--- src/rtl/ft600_bus_scheduler.sv ---
// ft600_bus_scheduler
// Half-duplex direction scheduler for the FT600 245-mode bus. Grants the PHY
// either the read (RX) or write (TX) direction. It alternates fairly between
// the two directions, limits a burst when the other side is waiting, and
// inserts a turnaround gap with both grants low on every direction change.
// Everything runs on ftdi_clk, and reset is synchronous and active-high.

module ft600_bus_scheduler #(
  parameter int MAX_BURST    = 256,
  parameter int TURN_CYCLES  = 2,
  parameter int CNT_W        = 12,
  parameter int RX_MIN_SPACE = 4
) (
  input  logic                        ftdi_clk,
  input  logic                        rst,
  input  logic                        sched_en,
  input  logic                        ftdi_rxf_n,
  input  logic                        ftdi_txe_n,
  input  logic [CNT_W-1:0]            rx_space_avail,
  input  logic [CNT_W-1:0]            tx_words_avail,
  input  logic                        rx_word_strobe,
  input  logic                        tx_word_strobe,
  output logic                        rx_grant,
  output logic                        tx_grant,
  output logic                        bus_idle,
  output logic [1:0]                  sched_state,
  output logic [$clog2(MAX_BURST):0]  burst_count,
  output logic [31:0]                 rx_word_total,
  output logic [31:0]                 tx_word_total,
  output logic                        protocol_err
);

  // Burst counter must be able to hold MAX_BURST itself, hence the extra bit.
  localparam int BC_W = $clog2(MAX_BURST) + 1;
  // Turn counter holds values 0..TURN_CYCLES.
  localparam int TC_W = (TURN_CYCLES < 2) ? 1 : $clog2(TURN_CYCLES + 1);

  localparam logic [BC_W-1:0]  BURST_MAX_L = BC_W'(MAX_BURST);
  localparam logic [TC_W-1:0]  TURN_LOAD_L = TC_W'(TURN_CYCLES);
  localparam logic [TC_W-1:0]  TURN_ONE_L  = TC_W'(1);
  localparam logic [CNT_W-1:0] RX_MIN_L    = CNT_W'(RX_MIN_SPACE);
  localparam logic [CNT_W-1:0] CNT_ZERO_L  = '0;

  typedef enum logic [1:0] {
    ST_IDLE = 2'd0,
    ST_TURN = 2'd1,
    ST_RX   = 2'd2,
    ST_TX   = 2'd3
  } state_t;

  // Direction encoding for last_dir / pending_dir.
  localparam logic DIR_RX = 1'b0;
  localparam logic DIR_TX = 1'b1;

  state_t            r_state;
  logic              r_last_dir;
  logic              r_pending_dir;
  logic [TC_W-1:0]   r_turn_cnt;
  logic [BC_W-1:0]   r_burst_cnt;
  logic [31:0]       r_rx_total;
  logic [31:0]       r_tx_total;
  logic              r_protocol_err;

  logic w_rx_elig;
  logic w_tx_elig;
  logic w_any_elig;
  logic w_pick_dir;
  logic w_burst_full;
  logic w_rx_exit;
  logic w_tx_exit;
  logic w_rx_count;
  logic w_tx_count;
  logic w_strobe_err;

  // A direction is eligible only when enabled, the chip is ready, and the
  // FIFO on our side can take or supply data.
  assign w_rx_elig  = sched_en & ~ftdi_rxf_n & (rx_space_avail >= RX_MIN_L);
  assign w_tx_elig  = sched_en & ~ftdi_txe_n & (tx_words_avail != CNT_ZERO_L);
  assign w_any_elig = w_rx_elig | w_tx_elig;

  // A single candidate wins outright. With both candidates, round robin
  // against the last direction served.
  assign w_pick_dir = (w_rx_elig & w_tx_elig) ? ~r_last_dir : w_tx_elig;

  assign w_burst_full = (r_burst_cnt == BURST_MAX_L);

  // A grant ends when its own side stalls, the scheduler is disabled, or a
  // full burst has run while the opposite side is waiting.
  assign w_rx_exit = ftdi_rxf_n | (rx_space_avail == CNT_ZERO_L) | ~sched_en |
                     (w_burst_full & w_tx_elig);
  assign w_tx_exit = ftdi_txe_n | (tx_words_avail == CNT_ZERO_L) | ~sched_en |
                     (w_burst_full & w_rx_elig);

  // A strobe counts only while its own grant is high. Any other strobe is a
  // PHY protocol violation.
  assign w_rx_count   = rx_word_strobe & (r_state == ST_RX);
  assign w_tx_count   = tx_word_strobe & (r_state == ST_TX);
  assign w_strobe_err = (rx_word_strobe & (r_state != ST_RX)) |
                        (tx_word_strobe & (r_state != ST_TX));

  // Direction FSM with turnaround timer and per-window burst counter.
  always_ff @(posedge ftdi_clk) begin
    if (rst) begin
      r_state       <= ST_IDLE;
      r_last_dir    <= DIR_RX;
      r_pending_dir <= DIR_RX;
      r_turn_cnt    <= '0;
      r_burst_cnt   <= '0;
    end else begin
      case (r_state)
        ST_IDLE: begin
          r_burst_cnt <= '0;
          if (w_any_elig) begin
            if (w_pick_dir == r_last_dir) begin
              r_state <= (w_pick_dir == DIR_TX) ? ST_TX : ST_RX;
            end else begin
              r_pending_dir <= w_pick_dir;
              r_turn_cnt    <= TURN_LOAD_L;
              r_state       <= ST_TURN;
            end
          end
        end

        ST_TURN: begin
          // Commit to the pending direction even if it lost eligibility.
          // The active state then drops it after one cycle.
          if (r_turn_cnt <= TURN_ONE_L) begin
            r_turn_cnt <= '0;
            r_state    <= (r_pending_dir == DIR_TX) ? ST_TX : ST_RX;
          end else begin
            r_turn_cnt <= r_turn_cnt - TURN_ONE_L;
          end
        end

        ST_RX: begin
          if (w_rx_exit) begin
            r_state     <= ST_IDLE;
            r_last_dir  <= DIR_RX;
            r_burst_cnt <= '0;
          end else if (w_burst_full) begin
            // Nobody waiting on the other side: open a fresh window in place.
            r_burst_cnt <= BC_W'(rx_word_strobe);
          end else begin
            r_burst_cnt <= r_burst_cnt + BC_W'(rx_word_strobe);
          end
        end

        ST_TX: begin
          if (w_tx_exit) begin
            r_state     <= ST_IDLE;
            r_last_dir  <= DIR_TX;
            r_burst_cnt <= '0;
          end else if (w_burst_full) begin
            r_burst_cnt <= BC_W'(tx_word_strobe);
          end else begin
            r_burst_cnt <= r_burst_cnt + BC_W'(tx_word_strobe);
          end
        end

        default: begin
          r_state <= ST_IDLE;
        end
      endcase
    end
  end

  // Cumulative word totals. These wrap naturally at 32 bits, and a strobe in
  // the exit cycle is still counted.
  always_ff @(posedge ftdi_clk) begin
    if (rst) begin
      r_rx_total <= '0;
      r_tx_total <= '0;
    end else begin
      if (w_rx_count) r_rx_total <= r_rx_total + 32'd1;
      if (w_tx_count) r_tx_total <= r_tx_total + 32'd1;
    end
  end

  // Sticky protocol error flag, cleared only by reset.
  always_ff @(posedge ftdi_clk) begin
    if (rst) begin
      r_protocol_err <= 1'b0;
    end else if (w_strobe_err) begin
      r_protocol_err <= 1'b1;
    end
  end

  // Grants are pure decodes of the state register, so they can never be
  // high at the same time.
  assign rx_grant      = (r_state == ST_RX);
  assign tx_grant      = (r_state == ST_TX);
  assign bus_idle      = (r_state == ST_IDLE);
  assign sched_state   = r_state;
  assign burst_count   = r_burst_cnt;
  assign rx_word_total = r_rx_total;
  assign tx_word_total = r_tx_total;
  assign protocol_err  = r_protocol_err;

endmodule

--- config.mk ---
export PLATFORM = sky130hd
export DESIGN_NAME = ft600_bus_scheduler
export DESIGN_NICKNAME = d
export VERILOG_FILES = /design/src/rtl/ft600_bus_scheduler.sv
export SDC_FILE = /design/constraint.sdc
export NUM_CORES = 1
export LEC_CHECK = 0
export CAP_MARGIN = 20
export CORE_ASPECT_RATIO = 0.5
export CORE_MARGIN = 5
export CORE_UTILIZATION = 48
export CTS_CLUSTER_DIAMETER = 30
export CTS_CLUSTER_SIZE = 40
export DETAILED_ROUTE_END_ITERATION = 7
export GPL_TIMING_DRIVEN = 0
export PLACE_DENSITY = 0.8
export SETUP_SLACK_MARGIN = 0.02
export SYNTH_ARGS = -nofsm -noshare
export SYNTH_HDL_FRONTEND = slang
export SYNTH_SLANG_ARGS = --single-unit
--- constraint.sdc ---
create_clock -name ftdi_clk -period 3.16 [get_ports ftdi_clk]
set_clock_uncertainty 0.1 [all_clocks]
set_input_delay 0.474 -clock ftdi_clk [delete_from_list [all_inputs] [get_ports ftdi_clk]]
set_output_delay 0.474 -clock ftdi_clk [all_outputs]
set_load 0.01 [all_outputs]
# Word level (Yosys, flattened, before mapping)
# Index checks and enable logic that the tools add are counted.
# W data, S select, Z words.
classes:
  addsub: 5
  multipliers: 0
  div_mod_pow: 0
  order_cmp: 2
  eq_ne: 12
  n_shift: 0
  muxes: 21
  bitwise: 24
  reduce_logical: 11
op_table:
  columns: ["operator", "n"]
  rows:
  - ["$add A32 B1 Y32 const B", 2]
  - ["$mux W9", 4]
  - ["$pmux W9 S3", 1]
  - ["$logic_not A12 Y1", 2]
  - ["$add A9 B1 Y9", 2]
  - ["$mux W2", 8]
  - ["$ge A12 B3 Y1 const B", 1]
  - ["$reduce_bool A12 Y1", 1]
  - ["$and A1 B1 Y1", 11]
  - ["$eq A9 B9 Y1 const B", 1]
  - ["$reduce_and A3 Y1", 3]
  - ["$ne A2 B2 Y1 const B", 4]
  - ["$or A1 B1 Y1", 8]
  - ["$pmux W2 S4", 1]
  - ["$ne A2 B1 Y1 const B", 3]
  - ["$mux W1", 5]
  - ["$not A1 Y1", 5]
  - ["$eq A2 B2 Y1 const B", 2]
  - ["$pmux W2 S2", 1]
  - ["$reduce_and A4 Y1", 1]
  - ["$reduce_bool A2 Y1", 2]
  - ["$reduce_bool A3 Y1", 1]
  - ["$eq A2 B1 Y1 const B", 1]
  - ["$le A2 B1 Y1 const B", 1]
  - ["4 further kinds", 4]
totals:
  reg_bits: 80
  latchBits: 0
  ram_bits: 0
  mem_bits_ro: 0
  in_bits: 31
  output_inout_bits: 79
  elab_cells: 83
  n_memories: 0

# Logic depth before layout (Yosys ltp)
depth:
  word_depth: 9
  ltp_mapped: 8
  mapped_depth_nobuf: 8

# Worst setup path after synthesis
# Ideal clock, no wire load.
synth_path:
  path_kind: "input-to-reg"
  startpoint: "input port rx_space_avail[4]"
  endpoint: "register r_state[0] (netlist: sched_state[0])"
  arrival_time_ns: 2.304
  required_ns: 2.932
  slack_ns: 0.628
  stages: 6
  n_path_buf: 0
  path_cell_list: "or4_4 or4b_4 and3_4 a221o_1 a221oi_2 nor2_1"
synth_between:
  elab_chain_len: 8
synth_lines:
  columns: ["item", "line", "source"]
  rows:
  - ["from (decl)", "19", "input logic [CNT_W-1:0] rx_space_avail,"]
  - ["$ge A12 B3 Y1", "77", "assign w_rx_elig = sched_en & ~ftdi_rxf_n & (rx_space_avail >= RX_MIN_L);"]
  - ["$and A1 B1 Y1", "77", null]
  - ["$and A1 B1 Y1", "83", "assign w_pick_dir = (w_rx_elig & w_tx_elig) ? ~r_last_dir : w_tx_elig;"]
  - ["$mux W1", "83", null]
  - ["$mux W1 / $eq A1 B1 Y1 (equally long branches)", "115, 114", null]
  - ["$mux W2", "114", "if (w_pick_dir == r_last_dir) begin"]
  - ["$mux W2", "113", "if (w_any_elig) begin"]
  - ["$pmux W2 S4", "110", "case (r_state)"]
  - ["to (signal assigned)", "115", "r_state <= (w_pick_dir == DIR_TX) ? ST_TX : ST_RX;"]
  - ["to (signal assigned)", "129", "r_state <= (r_pending_dir == DIR_TX) ? ST_TX : ST_RX;"]
  - ["to (decl)", "55", "state_t r_state;"]
# Several ways; a longest one is shown, not always the timed one. The select of a mux whose other input is x is not followed.
# A chain may end at the register's enable or synchronous reset.

# Worst setup path in the final report
layout_path:
  startpoint: "input port tx_word_strobe"
  endpoint: "register r_tx_total[23] (netlist: tx_word_total[23])"
layout_between:
  elab_chain_len: 1
layout_lines:
  columns: ["item", "line", "source"]
  rows:
  - ["from (decl)", "22", "input logic tx_word_strobe,"]
  - ["$and A1 B1 Y1", "97", "assign w_tx_count = tx_word_strobe & (r_state == ST_TX);"]
  - ["to (signal assigned)", "175", "if (w_tx_count) r_tx_total <= r_tx_total + 32'd1;"]
  - ["to (decl)", "61", "logic [31:0] r_tx_total;"]
# No other way between the ends.

==> summary.txt <==
Routing
  – Drt first pass iters: 4
  – Via density: 5.21
  – Total wire length: 9.70 mm
  – DRC Markers: 0
  – Vias post-DR: 3,678
  – WL/cell: 13.7 um
  – Remaining antenna violation count: 0
  – DRT iter0 DRCs: 230

Timing
  – Hold Vio Cnt, Final: 0
  – Setup TNS Final: 0 ns
  – Pin slew with the least headroom to its limit: 0.792 ns
  – Max-slew headroom: 46.8%
  – Fmax: 350 MHz
  – Fin crit share: 90.3%
  – Final setup violation count: 0
  – Post-route minimum period: 2.85 ns
  – Max Slew Vio Count: 0
  – RSZ-0062 raised after global routing: no
  – Final hold slack: 0.368 ns

Worst setup path
  – Worst Setup Start Kind: input pin
  – Crit. End Element: flip-flop
  – CP Class: input pin to flip-flop
  – Critical Path RT: 3.27 ns
  – Crit Path Max Fanout: 8
  – Critical path arrival: 2.96 ns

Final layout
  – Synth-to-Final Area Change: 38.5%
  – Register Area: 1600 um2
  – ANT cells: 0
  – Area of the multi-input gates: 2160 um2
  – Layout cells sized above 1: 3.87%
  – Fillers: 675
  – Nets: 626

Clock network
  – Clock Sinks: 80
  – Post-cts sizing count: 0
  – H-tree Lvls: 3
  – CTS clk-pin slew, worst paths: 0.06 ns
  – Clock latency on the worst-skew pair: 0.34 ns
  – CTS max path bufs: 2
  – CTS Buf Count: 9
  – TritonCTS clock tree: built
  – Clock Tree Root: clkbuf_16
  – Cts hold-fix bufs: 0
  – Setup bufs post-CTS: 0

Die
  – Die Y: 73.8 um
  – Die X: 137 um
  – Row cnt: 23
  – Die ar.: 10,100 um2
  – Starting Density: 48.9%
  – Core area: 7970 um2
  – I/O Pins: 110

Yosys
  – Share of the synthesized area in the top cell type: 41.1%
  – Synth area leader: dfxtp_1
  – Synthesized area: 3900 um2
  – Syn Nets: 507
  – Synthesis Warnings: 0
  – Synthesized instance count: 470
  – Main synth FF type: dfxtp_1
  – Post-synth cell types: 53
  – Synth top area cells: dfxtp_1, xor2_1, nor2_1, xnor2_1, nand2_1
  – Post-synth EDFFs: 0
  – Seq/Total Area, Yosys: 41.1%
  – Synth Register Bits: 80
  – Avg Cell Area, Syn: 8.30 um2
  – FFs w/ async S/R, synth: 0%

Pwr
  – VDD IR-drop max: 0.000288 V
  – Design Power: 0.00217 W
  – Leak: 1.95 nW
  – PD cells: 401 nW/um2

Global routing
  – Vias in the first global route: 3,411
  – Largest net degree at the start of global routing: 16
  – First-pass GRT wire length: 15.7 mm
  – Tot GR Track Use: 19.3%
  – Total grt overflow: 0
  – Initial antenna violation count: 0

Status
  – Run status: finished, final reports clean

Place
  – HPWL Detailed: 7.25 mm
  – GPL Wtd Cong: 0.856
  – Port Buffers: 108

Flow run
  – Max-capacitance violation count: 0

Min path
  – Type of the tightest min-delay check: flip-flop to flip-flop
[cell families (layout without fill, tap and decap cells)]
family / Yosys count / count (layout) / synth area share, %
simple gates: 219 / 219 / 27.7
flops: 80 / 80 / 41.1
xor+xnor: 69 / 69 / 15.5
compound gates: 59 / 59 / 10.1
buf+inv: 36 / 160 / 3.50
fa+ha+maj: 6 / 6 / 1.92
mux: 1 / 1 / 0.257
[cell usage after synthesis (2+ instances only)]
| master | number |
|---|---|
| dfxtp_1 | 80 |
| nor4_1 | 5 |
| nor3_1 | 6 |
| xor2_1 | 50 |
| xnor2_1 | 19 |
| buf_1 | 4 |
| nor2b_1 | 2 |
| nand2_1 | 39 |
| a22oi_1 | 6 |
| nand2b_1 | 2 |
| nor2_1 | 82 |
| o31ai_1 | 2 |
| clkbuf_1 | 20 |
| and2_1 | 3 |
| ha_1 | 6 |
| nand4_1 | 15 |
| and4_1 | 10 |
| or3_1 | 4 |
| and3_1 | 12 |
| o21ai_0 | 12 |
| a22o_1 | 2 |
| inv_1 | 11 |
| nand3_1 | 29 |
| o22ai_1 | 2 |
| a21oi_1 | 19 |
[worst max-delay path: stages]
cell and delay [ns]:
clkdlybuf4s50_1 0.60, nand3_1 0.14, nor3_1 0.67, and3_1 0.26, clkbuf_1 0.31, and4_1 0.29
xnor2_1 0.16, nor2_1 0.06
[sequential cells by signal, summed over array words and instances, names as in the netlist]
signal         count
rx_word_total     32
tx_word_total     32
burst_count        9
r_turn_cnt         2
sched_state        2
protocol_err       1
r_last_dir         1
r_pending_dir      1
[placed cells by master, fill, tap and decap left out, types with 2 or more instances in the layout]
cell type and n:
a21oi_1 19, a22o_1 2, a22oi_1 6, and2_1 3, and3_1 12, and4_1 10
buf_1 4, clkbuf_1 20, clkbuf_16 9, clkdlybuf4s50_1 108, clkinvlp_4 3, dfxtp_1 80
ha_1 6, inv_1 11, nand2_1 39, nand2b_1 2, nand3_1 29, nand4_1 15
nor2_1 82, nor2b_1 2, nor3_1 6, nor4_1 5, o21ai_0 12, o22ai_1 2
o31ai_1 2, or3_1 4, xnor2_1 19, xor2_1 50
[area by class of cell]
type	count	area share, %
Multi-Input combinational cell	354	40.0
Sequential cell	80	29.6
Timing Repair Buffer	108	20.0
Clock buffer	9	4.17
Tap cell	112	2.59
Buffer	25	1.76
Clock inverter	7	1.04
Inverter	11	0.764
[final timing paths]
kind                                     from                              to  slack [ns]  cells after the start
setup / recovery               tx_word_strobe  tx_word_total[23]$_SDFFE_PP0P_        0.31                      8
setup reg to reg  sched_state[0]$_SDFFE_PP0P_  tx_word_total[23]$_SDFFE_PP0P_        0.42                      8
hold / removal      protocol_err$_SDFFE_PP0P_       protocol_err$_SDFFE_PP0P_        0.37                      2
hold reg to reg     protocol_err$_SDFFE_PP0P_       protocol_err$_SDFFE_PP0P_        0.37                      2
[metrics by stage]
step / worst slack [ns] / util [%] / instance area (um2) / std cells
2_1_floorplan: 0.628 / - / 3900 / 470
3_3_place_gp: 0.0558 / 64.3 / 5120 / 690
3_5_place_dp: 0.0379 / 64.3 / 5120 / 690
4_1_cts: 0.308 / 67.8 / 5400 / 706
5_1_grt: 0.0489 / 67.8 / 5400 / 706
6_report: 0.307 / 67.8 / 5400 / 706
[layer usage]
layer | GRT usage (%) | up-vias | wire, um
li1 | - | 1863 | -
met1 | 24.2 | 1725 | 4340
met2 | 32.0 | 81 | 4750
met3 | 5.81 | 9 | 495
met4 | 6.53 | 0 | 111
met5 | 0 | - | 0
[report_power, final]
part	leakage [nW]	total [W]	internal (W)	switching, W
registers	0.645	0.00103	0.00102	0.0000128
logic	1.18	0.000164	0.0000814	0.0000828
clock network	0.130	0.000972	0.000539	0.000432
total	1.95	0.00217	0.00164	0.000528
Power figures use the tool's default switching activity.
